**config.mk**
```make
export PLATFORM = sky130hd
export DESIGN_NAME = sat_counter
export DESIGN_NICKNAME = d
export VERILOG_FILES = /design/src/rtl/serial_parity_checker_sat_counter.sv
export SDC_FILE = /design/constraint.sdc
export NUM_CORES = 1
export LEC_CHECK = 0
export BUFFER_PORTS_ARGS = -buffer_cell sky130_fd_sc_hd__clkbuf_2
export CAP_MARGIN = 10
export CORE_AREA = 2 2 39 41
export CTS_CLUSTER_SIZE = 12
export DETAILED_ROUTE_END_ITERATION = 12
export DIE_AREA = 0 0 41 43
export PLACE_DENSITY_LB_ADDON = 0.08
export SYNTH_ARGS = -nofsm -noshare
export SYNTH_HDL_FRONTEND = slang
export SYNTH_SLANG_ARGS = --single-unit
```
**constraint.sdc**
```tcl
create_clock -name clk -period 1.8 [get_ports clk]
set_input_delay 0.09 -clock clk [delete_from_list [all_inputs] [get_ports clk]]
set_output_delay 0.09 -clock clk [all_outputs]
set_load 0.005 [all_outputs]
```
**src/rtl/serial_parity_checker_sat_counter.sv**
```systemverilog
// rtl/serial_parity_checker_sat_counter.sv - saturating up-counter with increment enable
module sat_counter #(
    parameter int W = 8
) (
    input  logic         clk,
    input  logic         rst_n,
    input  logic         inc,
    output logic [W-1:0] count
);

    logic [W-1:0] count_q;
    logic [W-1:0] count_d;

    always_comb begin
        count_d = count_q;
        if (inc && (count_q != {W{1'b1}})) begin
            count_d = count_q + 1'b1;
        end
    end

    always_ff @(posedge clk or negedge rst_n) begin
        if (!rst_n) begin
            count_q <= '0;
        end else begin
            count_q <= count_d;
        end
    end

    assign count = count_q;

endmodule

```
==> results of run 1 <==
==> worst paths after layout <==
check                           startpoint       end  depth (start not counted)
worst max-delay path              count[0]  count[1]                          4
worst min-delay path                   inc  count[0]                          3
worst max register to register    count[0]  count[1]                          4
worst min register to register    count[0]  count[0]                          1
max in group asynchronous            rst_n  count[2]                          2
min in group asynchronous            rst_n  count[5]                          2
==> worst min-delay path, cell delays in order <==
cell and delay (ns):
clkbuf_2 0.12, o21ai_2 0.09, xnor2_1 0.07
==> synthesized netlist by cell type, drive strengths merged <==
cell type	count
dfrtp	8
nand3	3
a21oi	2
a31oi	2
a41oi	2
mux2	2
a21boi	1
a311oi	1
and3	1
and4	1
ha	1
inv	1
nand2	1
nand4	1
nor2	1
nor3	1
o211ai	1
o21a	1
o21ai	1
xnor2	1
xor2	1
==> area by class of cell <==
class                      count  area [um^2]  area share, %
inverter                       1         3.75          0.735
timing repair buffer          11         60.1           11.8
sequential                     8          200           39.2
multi-input combinational     25          204           40.0
clock buffer                   3         22.5           4.41
tap                           16         20.0           3.92
==> through the flow <==
| step | worst slack (ns) | total power, mW | hold WS, ns |
|---|---|---|---|
| final | 0.298 | 0.782 | 0.166 |
| after global routing | 0.161 | 0.849 | 0.190 |
| after CTS | 0.286 | 0.794 | 0.168 |
| after detailed placement | 0.294 | 0.652 | -0.0476 |
| after global placement | 0.343 | 0.638 | -0.0525 |
| after floorplan | 0.407 | 0.522 | -0.206 |
==> metal layers <==
metal	GRT usage, %	up-vias	part of all wire, %
met5	0	-	0
met4	8.00	0	2.8
met3	3.14	3	9.2
met2	17.5	19	46
met1	16.4	170	41
li1	-	165	-
==> report_power, final <==
group	leakage [nW]	internal [mW]	switching [mW]
Sequential	0.0978	0.255	0.114
Combinational	0.116	0.150	0.126
Clock	0.0138	0.0762	0.0600
Total	0.227	0.482	0.300
==> cells by family after synthesis <==
group,count (synthesis),synth area share [%]
DFF,8,49.1
muxes,2,6.44
adders and majority gates,1,3.07
AOI/OAI and AO/OA,11,21.2
and+or+nand+nor,9,15.0
buffers and inverters,1,0.919
xor gates and xnor gates,2,4.30
==> impl_metrics.json, run 1 <==
{
  "finClkSkew_ns": 0.00716,
  "placed_area_um2": 478,
  "die_area_mm2": 0.00176,
  "synth_cell_types": 23,
  "synth.avg_cell_area_um2": 12.0,
  "p_leak_nw": 0.227,
  "path_cells": "ha_1 -> nand4_1 -> o21ai_2 -> mux2_1",
  "startpoint_type": "register",
  "routedWlPerCell_um": 13.6,
  "ys_ff_latch": 8,
  "cts_buffer_depth": 2,
  "die_h_um": 43,
  "grt_antenna_before_repair": 0,
  "end_kind": "register",
  "final_core_util_pct": 36.9,
  "outcome": "complete, no violations",
  "power.density_mw_per_mm2": 1530,
  "setup_viol": 0,
  "layout_commonest_cell": "clkbuf_2",
  "core_mm2": 0.00138,
  "path_clk_slew_ns": 0.06,
  "nFillCells": 151,
  "dr.pass1.iters": 4,
  "crit_path_max_incr_delay_ns": 0.40,
  "stdcell_count": 64,
  "synth_cells": 34,
  "clk_latency_ns": 0.26,
  "hold_violations": 0,
  "vdd_drop_max_mv": 0.631,
  "dr_total_vias": 357,
  "die_width_um": 41,
  "root_buffer": "clkbuf_4",
  "cts-resized-gates": 0,
  "rsz0062_at_grt": "no",
  "ios": 11,
  "hpwlAfterDp_um": 674,
  "final_net_count": 54,
  "rows": 14,
  "grtUsageTotal_pct": 12.5,
  "synth_area_leader_cell": "dfrtp_1",
  "tritoncts": "built",
  "htree_levels": 1,
  "synth_top_area_share_pct": 49.1,
  "ys_seq_area_share_pct": 49.1,
  "design_area_um2": 510,
  "drtIter0Drc": 6,
  "grt_max_degree": 9,
  "post-route-period-util_pct": 83.4,
  "numCtsBuffers": 3,
  "crit_fanout": 5,
  "cp.buffers_inverters": 0,
  "num_antenna_cells": 0,
  "grt_pass1_vias": 345,
  "largest_reg_flops": 8,
  "layout_common_cells": "clkbuf_2 (10), dfrtp_1 (8), clkbuf_4 (3)",
  "fmaxAchievable_ghz": 0.666,
  "synth-warning-count": 0,
  "drt_wl_total_um": 871,
  "io_buffers": 10,
  "fin_setup_tns_ns": 0,
  "drive_gt1_share_pct": 39.6,
  "route.antenna.remaining_nets": 0,
  "slew_violations": 0,
  "synth.area.top_cells": "dfrtp_1 (49%), a41oi_1 (4.3%), a311oi_2 (3.7%), mux2_4 (3.7%), a31oi_1 (3.1%)",
  "cp_slowest_cell": "dfrtp_1",
  "hold_buffers": 1,
  "min_period_ns": 1.50,
  "syn-cell-area_um2": 408,
  "post_cts_buffers": 0,
  "clkSinkCount": 8,
  "drv_cap": 0,
  "r2r_slack_ns": 0.30,
  "drc": 0,
  "syn_nets": 38,
  "gp_congestion": 0.848,
  "critPathArrivalTime_ns": 1.64,
  "placed_cells": 60,
  "hold_class": "primary input to register",
  "start_util_pct": 29.5,
  "worst-setup-path-type": "register to register",
  "worstPathRequired_ns": 1.94,
  "tightest_slew_ns": 0.252,
  "cp_top_family": "flip-flops",
  "overflow": 0,
  "area_growth_pct": 25.2,
  "grt_pass1_wl_um": 1460,
  "viasPerCell": 5.58,
  "slew_headroom_pct": 83.2
}
(Power assumes the default switching activity.)
==> run 2, diff against run 1 <==
- clock period: 1.8 -> 1.4 ns (I/O delays scaled with it)
==> run 2 against run 1 <==
  * Critical path depth did not move
  * Register-to-register slack worse by 0.25 ns
  * Total power up 46%
  * Largest power group is now combinational cells
  * Die area is the same
  * Wire length increased by 11%
  * Clock skew grew 0.0022 ns
  * Non-clock buffer count grew 8
  * Cell count increased by 13%
  * Sequential share of layout area decreased by 4.5 points
  * Hold slack lost 0.0096 ns
  * Clock power grew 38%
==> impl_metrics.json, run 2 (synthesis results as in run 1) <==
{
  "hold_violations": 0,
  "place_ws_ns": 0.0439,
  "layout_commonest_cell": "clkbuf_2",
  "die_h_um": 43,
  "drtIter0Drc": 9,
  "area_growth_pct": 41.4,
  "grtUsageTotal_pct": 12.2,
  "grt_pass1_vias": 330,
  "nFillCells": 147,
  "drt_wl_total_um": 970,
  "cts_buffer_depth": 2,
  "regToRegStartpoint": "count[1]",
  "slew_violations": 0,
  "numCtsBuffers": 3,
  "vdd_drop_max_mv": 0.749,
  "grt_max_degree": 9,
  "num_antenna_cells": 0,
  "tritoncts": "built",
  "htree_levels": 1,
  "stdcell_count": 72,
  "worstPathRequired_ns": 1.55,
  "grt_pass1_wl_um": 1410,
  "r2r_slack_ns": 0.05,
  "viasPerCell": 5.28,
  "ios": 11,
  "placed_cells": 66,
  "fmaxAchievable_ghz": 0.740,
  "route.antenna.remaining_nets": 0,
  "hold_end": "count[2]",
  "hold_class": "primary input to register",
  "path_clk_slew_ns": 0.06,
  "power.density_mw_per_mm2": 1970,
  "routedWlPerCell_um": 13.5,
  "drv_cap": 0,
  "reg2reg_depth": 4,
  "hold_path_depth": 3,
  "critPathArrivalTime_ns": 1.50,
  "setup_viol": 0,
  "startpoint_type": "register",
  "io_buffers": 10,
  "worst_hold_startpoint": "inc",
  "hpwlAfterDp_um": 682,
  "dr.pass1.iters": 4,
  "clkSinkCount": 8,
  "p_leak_nw": 0.268,
  "finClkSkew_ns": 0.00937,
  "grt_antenna_before_repair": 0,
  "start_util_pct": 29.5,
  "crit_fanout": 3,
  "slew_headroom_pct": 85.2,
  "die_width_um": 41,
  "dr_total_vias": 380,
  "min_period_ns": 1.35,
  "worst-setup-path-type": "register to register",
  "gp_congestion": 0.795,
  "outcome": "complete, no violations",
  "r2r-end": "count[1]",
  "final_net_count": 62,
  "worst_slack_ns": 0.0486,
  "drive_gt1_share_pct": 51.8,
  "rows": 14,
  "clk_latency_ns": 0.26,
  "end_kind": "register",
  "root_buffer": "clkbuf_4",
  "largest_reg_flops": 8,
  "post-route-period-util_pct": 96.5,
  "die_area_mm2": 0.00176,
  "drc": 0,
  "tightest_slew_ns": 0.222,
  "core_mm2": 0.00138,
  "overflow": 0,
  "layout_common_cells": "clkbuf_2 (10), dfrtp_1 (8), buf_4 (8)"
}
run 2: how the worst max path moves through the flow:
stage,start,end,cells after the start
3_3_place_gp,count[0],count[1],4
6_report,count[1],count[1],4
2_1_floorplan,count[0],count[1],4
3_5_place_dp,count[0],count[1],4
5_1_grt,count[1],count[1],4
4_1_cts,count[1],count[1],4
run 2: metrics by stage:
stage | power (mW) | area (um^2) | setup TNS, ns | utilization, % | hold slack, ns
after floorplan | 0.671 | 408 | 0 | - | -0.226
after global placement | 0.898 | 523 | 0 | 37.8 | -0.0732
after detailed placement | 0.915 | 523 | 0 | 37.8 | -0.0640
after CTS | 1.11 | 556 | 0 | 40.1 | 0.161
after global routing | 1.22 | 577 | -0.0196 | 41.7 | 0.187
final | 1.14 | 577 | 0 | 41.7 | 0.156
run 2: layout make-up:
cell class	instances	area (um^2)	area share, %
Timing Repair Buffer	19	120	20.8
Tap cell	16	20.0	3.47
Inverter	1	3.75	0.651
Clock buffer	3	22.5	3.90
Multi-Input combinational cell	25	210	36.4
Sequential cell	8	200	34.7
run 2: what timing repair did:
action / in CTS / in global routing
setup buffers: 0 / 2
hold endpoints to repair: 8 / 0
hold buffers: 1 / 0
resized for setup: 0 / 2
endpoints found under the setup margin: 0 / 1
run 2: where the power goes:
part	leakage, nW	switching, mW	internal (mW)	total [mW]
logic	0.157	0.216	0.284	0.500
registers	0.0978	0.122	0.328	0.450
clock network	0.0138	0.0892	0.0988	0.188
total	0.268	0.427	0.710	1.14
run 2: worst max-delay path, stage by stage (launching register included):
cell     delay, ns
dfrtp_1       0.36
ha_2          0.20
nand4_1       0.14
o21ai_2       0.22
mux2_4        0.32
run 2: routing by layer:
layer	up-vias	track usage [%]	routed length (um)
met2	16	16.6	466
met5	-	0	0
met3	2	6.28	59
li1	178	-	-
met1	184	16.3	433
met4	0	4.00	11
